==> config.mk <==
export PLATFORM = sky130hd
export DESIGN_NAME = ram_arbiter
export DESIGN_NICKNAME = d
export VERILOG_FILES = /design/src/rtl/ram_arb_pkg.sv /design/src/rtl/ram_arb_starve_cnt.sv /design/src/rtl/ram_arbiter.sv
export SDC_FILE = /design/constraint.sdc
export NUM_CORES = 1
export LEC_CHECK = 0
export BUFFER_PORTS_ARGS = -buffer_cell sky130_fd_sc_hd__buf_2
export CORE_AREA = 5 5 100 102
export CTS_CLUSTER_DIAMETER = 60
export DETAILED_ROUTE_END_ITERATION = 8
export DIE_AREA = 0 0 105 107
export GPL_ROUTABILITY_DRIVEN = 0
export HOLD_SLACK_MARGIN = 0.08
export PLACE_DENSITY = 0.71
export SYNTH_ARGS = -nofsm -noshare
export SYNTH_HDL_FRONTEND = slang
export SYNTH_SLANG_ARGS = --single-unit
==> constraint.sdc <==
create_clock -name i_clk -period 2.2 [get_ports i_clk]
set_input_delay 0.44 -clock i_clk [delete_from_list [all_inputs] [get_ports i_clk]]
set_output_delay 0.44 -clock i_clk [all_outputs]
set_load 0.005 [all_outputs]
==> src/rtl/ram_arb_pkg.sv <==
// Shared types and sizing helpers for the RAM port arbiter.
package ram_arb_pkg;

    typedef enum logic [1:0] {
        ST_IDLE = 2'd0,
        ST_WAIT = 2'd1,
        ST_ACK  = 2'd2
    } arb_state_e;

    localparam int RAM_ARB_MAX_WAIT_DEF = 15;

    // Width needed to hold 0..max_wait; never narrower than one bit.
    function automatic int cnt_w(input int max_wait);
        return (max_wait < 1) ? 1 : $clog2(max_wait + 1);
    endfunction

endpackage

==> src/rtl/ram_arb_starve_cnt.sv <==
// Saturating starvation counter: clear wins over increment, holds at MAX_WAIT.
module ram_arb_starve_cnt
    import ram_arb_pkg::*;
#(
    parameter int MAX_WAIT = RAM_ARB_MAX_WAIT_DEF,
    parameter int CW       = cnt_w(MAX_WAIT)
) (
    input  logic          clk,
    input  logic          rst,
    input  logic          clr,
    input  logic          inc,
    output logic          at_max,
    output logic [CW-1:0] cnt
);

    localparam logic [CW-1:0] LIMIT = CW'(MAX_WAIT);

    assign at_max = (cnt == LIMIT);

    always_ff @(posedge clk) begin
        if (rst || clr) begin
            cnt <= '0;
        end else if (inc && !at_max) begin
            cnt <= cnt + 1'b1;
        end
    end

endmodule

==> src/rtl/ram_arbiter.sv <==
// Shares one RAM port between the core load/store path and the UART word fetch.
// Define RAM_ARB_FAIRNESS_EN to bound UART starvation with a forced, core-stalling grant.
module ram_arbiter
    import ram_arb_pkg::*;
#(
    parameter int ADDR_W   = 32,
    parameter int DATA_W   = 32,
    parameter int MAX_WAIT = RAM_ARB_MAX_WAIT_DEF
) (
    input  logic              i_clk,
    input  logic              i_rst,
    input  logic [ADDR_W-1:0] i_c_addr,
    input  logic [DATA_W-1:0] i_c_wdata,
    input  logic              i_c_read_en,
    input  logic              i_c_write_en,
    output logic [DATA_W-1:0] o_c_rdata,
    output logic              o_c_stall,
    input  logic              i_d_req,
    input  logic [ADDR_W-1:0] i_d_addr,
    output logic              o_d_ack,
    output logic [DATA_W-1:0] o_d_rdata,
    output logic [ADDR_W-1:0] o_m_addr,
    output logic [DATA_W-1:0] o_m_wdata,
    output logic              o_m_read_en,
    output logic              o_m_write_en,
    input  logic [DATA_W-1:0] i_m_rdata
);

    arb_state_e state, state_nxt;
    logic       core_acc;
    logic       grant;
    logic       frc;

`ifdef RAM_ARB_FAIRNESS_EN
    localparam int CW = cnt_w(MAX_WAIT);
    logic          at_max;
    logic [CW-1:0] wait_cnt;

    // Counter runs only while a request keeps waiting; any exit from WAIT clears it.
    ram_arb_starve_cnt #(
        .MAX_WAIT (MAX_WAIT),
        .CW       (CW)
    ) u_starve_cnt (
        .clk    (i_clk),
        .rst    (i_rst),
        .clr    (state_nxt != ST_WAIT),
        .inc    ((state == ST_WAIT) && (state_nxt == ST_WAIT)),
        .at_max (at_max),
        .cnt    (wait_cnt)
    );

    assign frc       = (state == ST_WAIT) && at_max;
    assign o_c_stall = grant && frc;
`else
    assign frc       = 1'b0;
    assign o_c_stall = 1'b0;
`endif

    assign core_acc  = i_c_read_en | i_c_write_en;
    assign grant     = i_d_req && (state != ST_ACK) && (!core_acc || frc);
    assign o_c_rdata = i_m_rdata;
    assign o_d_ack   = (state == ST_ACK);

    always_comb begin
        o_m_addr     = i_c_addr;
        o_m_wdata    = i_c_wdata;
        o_m_read_en  = i_c_read_en;
        o_m_write_en = i_c_write_en;
        if (grant) begin
            o_m_addr     = i_d_addr;
            o_m_read_en  = 1'b1;
            o_m_write_en = 1'b0;
        end
    end

    always_comb begin
        state_nxt = state;
        case (state)
            ST_IDLE: begin
                if (grant)        state_nxt = ST_ACK;
                else if (i_d_req) state_nxt = ST_WAIT;
            end
            ST_WAIT: begin
                if (grant)         state_nxt = ST_ACK;
                else if (!i_d_req) state_nxt = ST_IDLE;
            end
            ST_ACK:  state_nxt = ST_IDLE;
            default: state_nxt = ST_IDLE;
        endcase
    end

    always_ff @(posedge i_clk) begin
        if (i_rst) begin
            state     <= ST_IDLE;
            o_d_rdata <= '0;
        end else begin
            state <= state_nxt;
            if (grant) o_d_rdata <= i_m_rdata;
        end
    end

endmodule

==> results.json <==
{
  "gr-total-overflow": 0,
  "clockPowerShare": 0.367,
  "initial_core_util": 0.284,
  "grt_pass1_vias": 2150,
  "synth_edf_count": 0,
  "p_leak_uw": 0.00171,
  "synthArstFlopShare": 0,
  "fmax_mhz": 498,
  "core.rowCount": 35,
  "yosysWarnings": 0,
  "cts.path.max_buffers": 2,
  "numCtsBuffers": 5,
  "io_pins": 265,
  "ant_nets": 0,
  "synth_area_mm2": 0.00256,
  "hold_violations": 0,
  "drt_iter0_drc": 51,
  "cp_max_fo": 33,
  "drive_gt1_frac": 0.645,
  "end_kind": "primary output",
  "ys.flop_type": "dfxtp_1",
  "grt-busiest-layer": "met2",
  "io_buffer_count": 199,
  "r2r-start": "state[0]$_SDFFE_PP0P_",
  "fin_util": 0.359,
  "ctsHtreeMaxLevel": 2,
  "filler_cell_count": 943,
  "synth_cell_types": 20,
  "status": "complete, no violations",
  "root_buffer": "clkbuf_8",
  "dpl.hpwl_mm": 5.92,
  "rsz0062_at_grt": "no",
  "min_to": "state[1]$_SDFFE_PP0P_",
  "synth_common_cells": "buf_4 (65), nand2b_1 (65), dfxtp_1 (34)",
  "regToRegSetupSlack_ns": 0.87,
  "wire_per_inst_um": 14.4,
  "die_w_um": 105,
  "clk_pin_slew_ns": 0.07,
  "required_ns": 1.76,
  "slew_headroom": 0.514,
  "vias_per_cell": 4.25,
  "worstSetupStartpoint": "state[1]$_SDFFE_PP0P_",
  "min_from": "i_c_read_en",
  "die_area_mm2": 0.0112,
  "synthCells": 252,
  "use_met2": 0.224,
  "vias": 2085,
  "p_int_uw": 1230,
  "worstPathArrival_ns": 1.57,
  "drc": 0,
  "hp-class": "input pin to flop",
  "synth_area_leaders": "dfxtp_1 (27%), buf_4 (19%), mux2_4 (17%), nand2b_1 (16%), mux2i_1 (13%)",
  "switching_share": 0.242,
  "synth_top_area_share": 0.266,
  "synth_largest_area_cell": "dfxtp_1",
  "switching_power_uw": 395,
  "start_kind": "flop",
  "worst_r2r_endpoint": "o_d_rdata[17]$_SDFFE_PP0P_",
  "setup_viol": 0,
  "cts_tree": "built",
  "worst_ir_drop_vdd_mv": 0.185,
  "ys_ff_latch": 34,
  "met1_usage": 0.117,
  "final.setup.worst_slack_ns": 0.190,
  "timing.final.crit_share": 0.913,
  "fin_setup_tns_ns": 0,
  "grt_use_total": 0.115,
  "cts_resized": 0,
  "clk_latency_ns": 0.28,
  "post-cts-setup-buffers": 0,
  "worst-setup-path-type": "flop to primary output",
  "grtUsageMet3": 0.0397,
  "wirelength_mm": 7.09,
  "die_y_um": 107,
  "fin_skew_ns": 0.00296,
  "avgSynthCellArea_um2": 10.2,
  "clock-sinks": 34,
  "dpl_worst_slack_ns": 0.221,
  "slew_violations": 0,
  "antenna_found_initial": 0,
  "drt_pass1_iterations": 4,
  "core_mm2": 0.00902,
  "reg2reg_depth": 4,
  "syn_nets": 385,
  "seqPwrFrac": 0.398,
  "area_growth_pct": 26.3,
  "period_minus_slack_ns": 2.01,
  "diodes": 0,
  "grt_pass1_wl_mm": 10.7,
  "tightest_slew_ns": 0.729,
  "drv_cap": 0,
  "combinationalPowerShare": 0.236,
  "synth_seq_area_share": 0.266,
  "hold_buffers": 0,
  "p_per_area_mw_per_mm2": 503,
  "grt_max_degree": 66,
  "whs_path_depth": 2,
  "nNetsFinal": 513
}
==> power groups by stage <==
| stage | sequential, µW | combinational, µW | clock (µW) |
|---|---|---|---|
| after floorplan | 664 | 274 | 0 |
| after global routing | 651 | 420 | 665 |
| final | 648 | 384 | 597 |
| after detailed placement | 662 | 391 | 0 |
| after CTS | 648 | 392 | 645 |
| after global placement | 661 | 382 | 0 |
==> area by class of cell <==
cell class | count | area, µm² | share of cell area
well taps | 111 | 139 | 0.0429
multi-input cells | 137 | 1260 | 0.390
repair buffers | 201 | 1040 | 0.320
clock buffers | 6 | 82.6 | 0.0255
inverters | 1 | 3.75 | 0.00116
clock inverters | 1 | 30.0 | 0.00928
flip-flops and latches | 34 | 681 | 0.210
==> logic make-up after synthesis <==
logic type | share of synthesized area
buffers and inverters | 0.242
AND/OR/NAND/NOR | 0.183
multiplexers | 0.308
flip-flops | 0.266
other | 0.00146
==> registers in the layout (all words and copies together) (netlist names) <==
register / count
state: 2
o_d_rdata: 32
==> worst max-delay path, cell delays in order (launching register included) <==
cell      delay (ns)
dfxtp_1         0.38
nand2b_4        0.08
nand3_4         0.08
buf_12          0.24
mux2_2          0.37
buf_2           0.13
==> cell usage in the layout (no fill, tap or decap), types with 2 or more instances in the layout <==
cell type | Yosys | routed
dfxtp_1 | 34 | 34
clkbuf_8 | 0 | 6
mux2i_1 | 32 | 32
buf_12 | 0 | 2
mux2_2 | 3 | 3
mux2_4 | 29 | 29
buf_2 | 1 | 199
nand2b_1 | 65 | 65
==> layer usage <==
| metal | share of wire | vias up |
|---|---|---|
| met2 | 0.56 | 122 |
| li1 | - | 999 |
| met4 | 0.0086 | 0 |
| met1 | 0.33 | 946 |
| met5 | 0 | - |
| met3 | 0.098 | 18 |
==> per-stage QoR <==
stage               instance area (µm²)  power (µW)  hold slack [ns]  instances
finish                             3230        1630            0.353        491
global route                       3230        1740            0.346        491
CTS                                3230        1680            0.325        491
detailed placement                 3120        1050            0.459        484
global placement                   3120        1040            0.456        484
floorplan                          2560         938            0.465        252
==> worst max-delay path by stage <==
stage / end / slack, ns / cells after the start
finish: o_m_addr[1] / 0.19 / 5
global route: o_m_addr[1] / 0.10 / 5
CTS: o_m_addr[1] / 0.15 / 5
detailed placement: o_m_addr[12] / 0.22 / 6
global placement: o_m_addr[12] / 0.24 / 6
floorplan: o_m_addr[10] / 0.57 / 4
No activity file was read; power rests on OpenSTA's default activity.
